**config.mk**
```make
export PLATFORM = sky130hd
export DESIGN_NAME = parallel_serializer
export DESIGN_NICKNAME = d
export VERILOG_FILES = /design/src/rtl/dsp_pkg.sv /design/src/rtl/parallel_serializer_pingpong_buffer.sv /design/src/rtl/parallel_serializer.sv
export SDC_FILE = /design/constraint.sdc
export NUM_CORES = 1
export LEC_CHECK = 0
export CORE_ASPECT_RATIO = 0.6
export CORE_UTILIZATION = 25
export CTS_BUF_LIST = sky130_fd_sc_hd__clkbuf_2 sky130_fd_sc_hd__clkbuf_4 sky130_fd_sc_hd__clkbuf_8
export DETAILED_ROUTE_END_ITERATION = 12
export MAX_ROUTING_LAYER = met4
export SLEW_MARGIN = 5
export SYNTH_ARGS = -nofsm -noshare
export SYNTH_HDL_FRONTEND = slang
export SYNTH_SLANG_ARGS = --single-unit
```
**constraint.sdc**
```tcl
create_clock -name clk -period 3.1 [get_ports clk]
set_clock_uncertainty 0.15 [all_clocks]
set_input_delay 0.62 -clock clk [delete_from_list [all_inputs] [get_ports clk]]
set_output_delay 0.62 -clock clk [all_outputs]
set_load 0.01 [all_outputs]
```
**src/rtl/dsp_pkg.sv**
```systemverilog
// Shared types and constants for the parallel serializer: FSM encoding,
// overflow counter width and lane-counter sizing helper.
package dsp_pkg;

  typedef enum logic {
    IDLE  = 1'b0,
    SHIFT = 1'b1
  } ser_state_t;

  localparam int unsigned OVF_CNT_W = 16;

  // Lane counter needs at least one bit even when a word holds a single lane.
  function automatic int unsigned cnt_width(input int unsigned lanes);
    return (lanes > 1) ? $clog2(lanes) : 1;
  endfunction

endpackage

```
**src/rtl/parallel_serializer_pingpong_buffer.sv**
```systemverilog
// Two-entry ping-pong word store with sync bits, pointers and full flags.
// Exposes next-cycle read-entry contents so the top can register its outputs.
module pingpong_buffer #(
  parameter int unsigned WIDTH = 36
) (
  input  logic             clk,
  input  logic             rst_n,
`ifdef PARALLEL_SERIALIZER_OVF_EN
  output logic             overflow,
`endif
  input  logic             wr_en,
  input  logic [WIDTH-1:0] wr_data,
  input  logic             wr_sync,
  input  logic             rd_free,
  output logic [WIDTH-1:0] nxt_rd_data,
  output logic             nxt_rd_sync,
  output logic             nxt_occupied
);

  logic [WIDTH-1:0] mem [2];
  logic [1:0]       sync_q;
  logic [1:0]       full_q;
  logic             wr_ptr;
  logic             rd_ptr;

  logic [1:0] full_freed;
  logic [1:0] full_n;
  logic       wr_accept;
  logic       rd_ptr_n;
  logic       wr_ptr_n;

  // Freeing is applied before the write test so a full buffer can accept a
  // word in the same cycle its read entry is released.
  always_comb begin
    full_freed = full_q;
    if (rd_free) full_freed[rd_ptr] = 1'b0;
    wr_accept = wr_en & ~full_freed[wr_ptr];
    full_n    = full_freed;
    if (wr_accept) full_n[wr_ptr] = 1'b1;
    rd_ptr_n  = rd_ptr ^ rd_free;
    wr_ptr_n  = wr_ptr ^ wr_accept;
    if (wr_accept && (wr_ptr == rd_ptr_n)) begin
      nxt_rd_data = wr_data;
      nxt_rd_sync = wr_sync;
    end else begin
      nxt_rd_data = mem[rd_ptr_n];
      nxt_rd_sync = sync_q[rd_ptr_n];
    end
    nxt_occupied = |full_n;
  end

`ifdef PARALLEL_SERIALIZER_OVF_EN
  assign overflow = wr_en & ~wr_accept;
`endif

  always_ff @(posedge clk or negedge rst_n) begin
    if (!rst_n) begin
      for (int unsigned i = 0; i < 2; i++) mem[i] <= '0;
      sync_q <= '0;
      full_q <= '0;
      wr_ptr <= 1'b0;
      rd_ptr <= 1'b0;
    end else begin
      if (wr_accept) begin
        mem[wr_ptr]    <= wr_data;
        sync_q[wr_ptr] <= wr_sync;
      end
      full_q <= full_n;
      wr_ptr <= wr_ptr_n;
      rd_ptr <= rd_ptr_n;
    end
  end

endmodule

```
**src/rtl/parallel_serializer.sv**
```systemverilog
// Parallel-to-serial converter: one DIN_WIDTH*PARALLEL word in, PARALLEL samples out.
// Optional overflow tracking (warning + ovf_count) under PARALLEL_SERIALIZER_OVF_EN.
module parallel_serializer
  import dsp_pkg::*;
#(
  parameter int unsigned DIN_WIDTH = 9,
  parameter int unsigned PARALLEL  = 4,
  parameter string       DATA_TYPE = "signed"
) (
  input  logic                          clk,
  input  logic                          rst_n,
  input  logic [DIN_WIDTH*PARALLEL-1:0] din,
  input  logic                          din_valid,
  input  logic                          sync_in,
  output logic [DIN_WIDTH-1:0]          dout,
  output logic                          dout_valid,
  input  logic                          dout_ready,
  output logic                          dout_last,
  output logic                          sync_out,
`ifdef PARALLEL_SERIALIZER_OVF_EN
  output logic [OVF_CNT_W-1:0]          ovf_count,
`endif
  output logic                          warning
);

  localparam int unsigned WORD_W = DIN_WIDTH * PARALLEL;
  localparam int unsigned CNT_W  = cnt_width(PARALLEL);
  localparam logic [CNT_W-1:0] LAST_LANE = CNT_W'(PARALLEL - 1);

  // Sample interpretation is carried only as metadata; reject unknown tags.
  if (DATA_TYPE != "signed" && DATA_TYPE != "unsigned") begin : g_bad_type
    $error("parallel_serializer: DATA_TYPE must be \"signed\" or \"unsigned\"");
  end

  ser_state_t        state;
  ser_state_t        state_n;
  logic [CNT_W-1:0]  cnt;
  logic [CNT_W-1:0]  cnt_n;
  logic              consume;
  logic              last_consume;
  logic [WORD_W-1:0] nxt_word;
  logic              nxt_sync;
  logic              nxt_occupied;
  logic [DIN_WIDTH-1:0] dout_d;
  logic              dout_valid_d;
  logic              dout_last_d;
  logic              sync_out_d;
`ifdef PARALLEL_SERIALIZER_OVF_EN
  logic              overflow;
`endif

  assign consume      = dout_valid & dout_ready;
  assign last_consume = consume & (cnt == LAST_LANE);

  pingpong_buffer #(
    .WIDTH (WORD_W)
  ) u_buf (
    .clk          (clk),
    .rst_n        (rst_n),
`ifdef PARALLEL_SERIALIZER_OVF_EN
    .overflow     (overflow),
`endif
    .wr_en        (din_valid),
    .wr_data      (din),
    .wr_sync      (sync_in),
    .rd_free      (last_consume),
    .nxt_rd_data  (nxt_word),
    .nxt_rd_sync  (nxt_sync),
    .nxt_occupied (nxt_occupied)
  );

  always_ff @(posedge clk or negedge rst_n) begin
    if (!rst_n) begin
      state      <= IDLE;
      cnt        <= '0;
      dout       <= '0;
      dout_valid <= 1'b0;
      dout_last  <= 1'b0;
      sync_out   <= 1'b0;
    end else begin
      state      <= state_n;
      cnt        <= cnt_n;
      dout       <= dout_d;
      dout_valid <= dout_valid_d;
      dout_last  <= dout_last_d;
      sync_out   <= sync_out_d;
    end
  end

  always_comb begin
    state_n = state;
    case (state)
      IDLE:    if (nxt_occupied)  state_n = SHIFT;
      SHIFT:   if (!nxt_occupied) state_n = IDLE;
      default: state_n = IDLE;
    endcase
  end

  // Outputs are computed from next-cycle state so they can be registered
  // while still giving one-cycle latency and no bubble between words.
  always_comb begin
    cnt_n = cnt;
    if (last_consume)  cnt_n = '0;
    else if (consume)  cnt_n = cnt + CNT_W'(1);
    dout_valid_d = (state_n == SHIFT);
    dout_d       = '0;
    if (dout_valid_d) dout_d = nxt_word[int'(cnt_n) * DIN_WIDTH +: DIN_WIDTH];
    dout_last_d  = dout_valid_d & (cnt_n == LAST_LANE);
    sync_out_d   = dout_valid_d & (cnt_n == '0) & nxt_sync;
  end

`ifdef PARALLEL_SERIALIZER_OVF_EN
  always_ff @(posedge clk or negedge rst_n) begin
    if (!rst_n) begin
      warning   <= 1'b0;
      ovf_count <= '0;
    end else if (overflow) begin
      warning <= 1'b1;
      if (ovf_count != '1) ovf_count <= ovf_count + OVF_CNT_W'(1);
    end
  end
`else
  assign warning = 1'b0;
`endif

endmodule

```
==> results by group <==
Status
  – Status: finished, final reports clean

Critical path
  – R2R Setup Slk: 310 ps
  – CP startpoint: cnt[0]
  – WP data required: 3250 ps
  – End of the critical path: dout[1]
  – WP data arrival: 2940 ps
  – Worst r2r src: cnt[0]
  – Critical Path Source Type: register
  – Critical path type: reg -> reg
  – Worst R2R Path Depth: 9
  – Worst reg2reg endpoint: dout[1]
  – Max Fanout on Critical Path: 33
  – Crit end category: register

Route
  – M1 WL: 7590 µm
  – DRC viols: 0
  – Vias: 4077
  – Met2 wire len: 6690 µm
  – Via density per instance: 5.22
  – Highest routed layer: met4
  – Final ANT Viol Nets: 0
  – Drt total wl: 15200 µm
  – Starting DRT DRC Count: 414
  – Routed len/inst: 19.5 µm
  – First-pass DRT Iterations: 5
  – Met3 routed WL: 859 µm

Clock network
  – Clock sinks: 92
  – # H-tree levels: 3
  – Cts hold-fix bufs: 0
  – Clk_lat worst skew: 380 ps
  – CTS Buffer Depth: 2
  – Clk pin slew, worst setup/hold paths: 90 ps
  – Post-CTS Resized: 0
  – CTS tree: yes
  – Num CTS Buffers: 9
  – Post-CTS setup buffer count: 0
  – Root Driver: clkbuf_8

Power and ir drop
  – Combinational share of power: 52.2%
  – Int Power: 4.18 mW
  – Clock power frac: 13.4%
  – P per Cell Area: 1070 nW/µm²
  – P_leak: 2.52 nW
  – Sw power: 2.66 mW
  – Seq pwr share: 34.4%
  – Switching part of the total: 38.9%
  – Worst ir drop on vdd: 0.000369 V

STA
  – Final worst-path cycle share: 90.0%
  – Slew Limit Fails: 0
  – Setup_tns: 0 ps
  – Slew margin rel.: 56.3%
  – Fin crit period: 2790 ps
  – Slew @ Worst Pin: 655 ps
  – RSZ-0062 raised after global routing: no
  – Final-report hold violation count: 0
  – Final Setup Violations: 0
  – Fmax: 0.358 GHz

Cells and area
  – Antenna fix cells: 0
  – Layout net count: 547
  – Synth-to-Final Area Change: 21.3%
  – Share of layout cells above drive strength 1: 31.5%
  – Commonest cells after routing, fill and taps aside: mux2_2, dfrtp_1, clkdlybuf4s50_1
  – Fill cells: 2057
  – Commonest non-fill, non-tap cell in the layout: mux2_2
  – Final core occ: 31.4%

Logic synthesis
  – Post-synth EDFFs: 0
  – Seq/Total Area, Yosys: 43.9%
  – Synthesis Warnings: 0
  – #FFs+latches synth: 92
  – Top-area cell type share of the netlist area: 43.9%
  – Syn Nets: 496
  – Syn avg cell area: 11.6 µm²
  – Synth area leader: dfrtp_1
  – Main synth FF type: dfrtp_1
  – FFs w/ async S/R, synth: 100%
  – Syn Inst Count: 452
  – Synth unique cells: 52
  – Ranking of synthesized cells by area: dfrtp_1, mux2_2, mux2i_1
  – Syn Std Cell Area: 5250 µm²

Floorplan
  – Die W: 189 µm
  – # IOs: 54
  – Initial cell density of the core: 25.9%
  – Die H: 114 µm
  – Core box area: 20300 µm²
  – Die area: 21600 µm²
  – Cell Rows: 40

Global route
  – Largest net degree at the start of global routing: 47
  – Global-route wire length before repair: 23900 µm
  – Congestion Overflow GR: 0
  – GRT Overall Usage: 15.0%
  – Vias in the first global route: 4090
  – Initial antenna violation count: 0

Place
  – Hpwl dp: 10500 µm
  – Final Wtd Congestion: 0.846
  – PortBufs: 52

Flow run
  – MaxCap Viol Count: 0

Min path
  – Hold WC Path Type: in -> async
==> logic make-up after synthesis <==
kind of cell | synth area share [%]
xor gates and xnor gates | 0.167
buffers and inverters | 5.17
other | 0.0714
DFF | 43.9
AOI/OAI and AO/OA | 14.2
and+or+nand+nor | 5.51
muxes | 30.3
adders and majority gates | 0.715
==> through the flow <==
stage               hold slack (ps)  area [µm²]  setup WS [ps]  instances  power (mW)
floorplan                       174        5250          -39.5        452        4.81
global placement                344        6150          -26.3        765        5.73
detailed placement              348        6150           11.1        765        5.90
CTS                             112        6370            330        781        6.84
global route                    147        6370            152        781        7.28
finish                          101        6370            309        781        6.84
==> worst max-delay path, cell delays in order (launching register included) <==
cell       delay [ps]
dfrtp_2           370
buf_4             400
buf_4             420
nand4bb_1         210
buf_4             230
o22ai_1            90
o21ai_0           170
o221ai_1          150
mux2_2            330
o22ai_1           160
==> routing by layer <==
metal	up-vias	global-route usage (%)
met4	0	3.49
met3	14	3.56
met2	131	22.1
li1	1822	-
met1	2110	20.8
met5	-	-
==> state kept, by name, indices dropped and copies added, names as in the netlist <==
register / flops
u_buf.mem: 72
cnt: 2
dout_last: 1
u_buf.rd_ptr: 1
sync_out: 1
state: 1
u_buf.wr_ptr: 1
u_buf.sync_q: 2
dout: 9
u_buf.full_q: 2
==> final cells by class <==
class | count | area, µm² | area share [%]
multi-input cells | 308 | 2680 | 42.0
flip-flops and latches | 92 | 2300 | 36.2
repair buffers | 81 | 786 | 12.3
well taps | 273 | 342 | 5.36
clock buffers | 11 | 145 | 2.28
clock inverters | 5 | 75.1 | 1.18
inverters | 11 | 41.3 | 0.648
==> power by group through the flow <==
stage | clock network [mW] | registers [mW] | logic [mW]
3_5_place_dp | 0 | 2.36 | 3.54
2_1_floorplan | 0 | 2.19 | 2.62
3_3_place_gp | 0 | 2.30 | 3.43
6_report | 0.916 | 2.36 | 3.57
4_1_cts | 0.942 | 2.34 | 3.56
5_1_grt | 0.985 | 2.44 | 3.86
==> Yosys cell counts, drive strengths merged (2+ instances only) <==
library cell and instances:
nand4 2, o21ai 21, and2 2, o221ai 12, nand2 9, o32a 5
nor2 7, o22a 2, mux2i 36, nand3 9, dfrtp 92, a221oi 6
o311ai 2, or4 2, a21oi 19, clkbuf 13, nor3 7, buf 28
nand2b 2, inv 10, mux2 107, o32ai 2, nor2b 2, o22ai 28
a221o 5, ha 3
==> worst min path at each step <==
| stage | from | to | cells past startpoint |
|---|---|---|---|
| finish | rst_n | u_buf.mem[5] | 1 |
| global route | rst_n | u_buf.mem[5] | 1 |
| CTS | rst_n | u_buf.mem[57] | 1 |
| detailed placement | u_buf.sync_q[0] | u_buf.sync_q[0] | 1 |
| global placement | u_buf.sync_q[1] | u_buf.sync_q[1] | 1 |
| floorplan | rst_n | cnt[0] | 0 |
No activity file was read; power rests on OpenSTA's default activity.
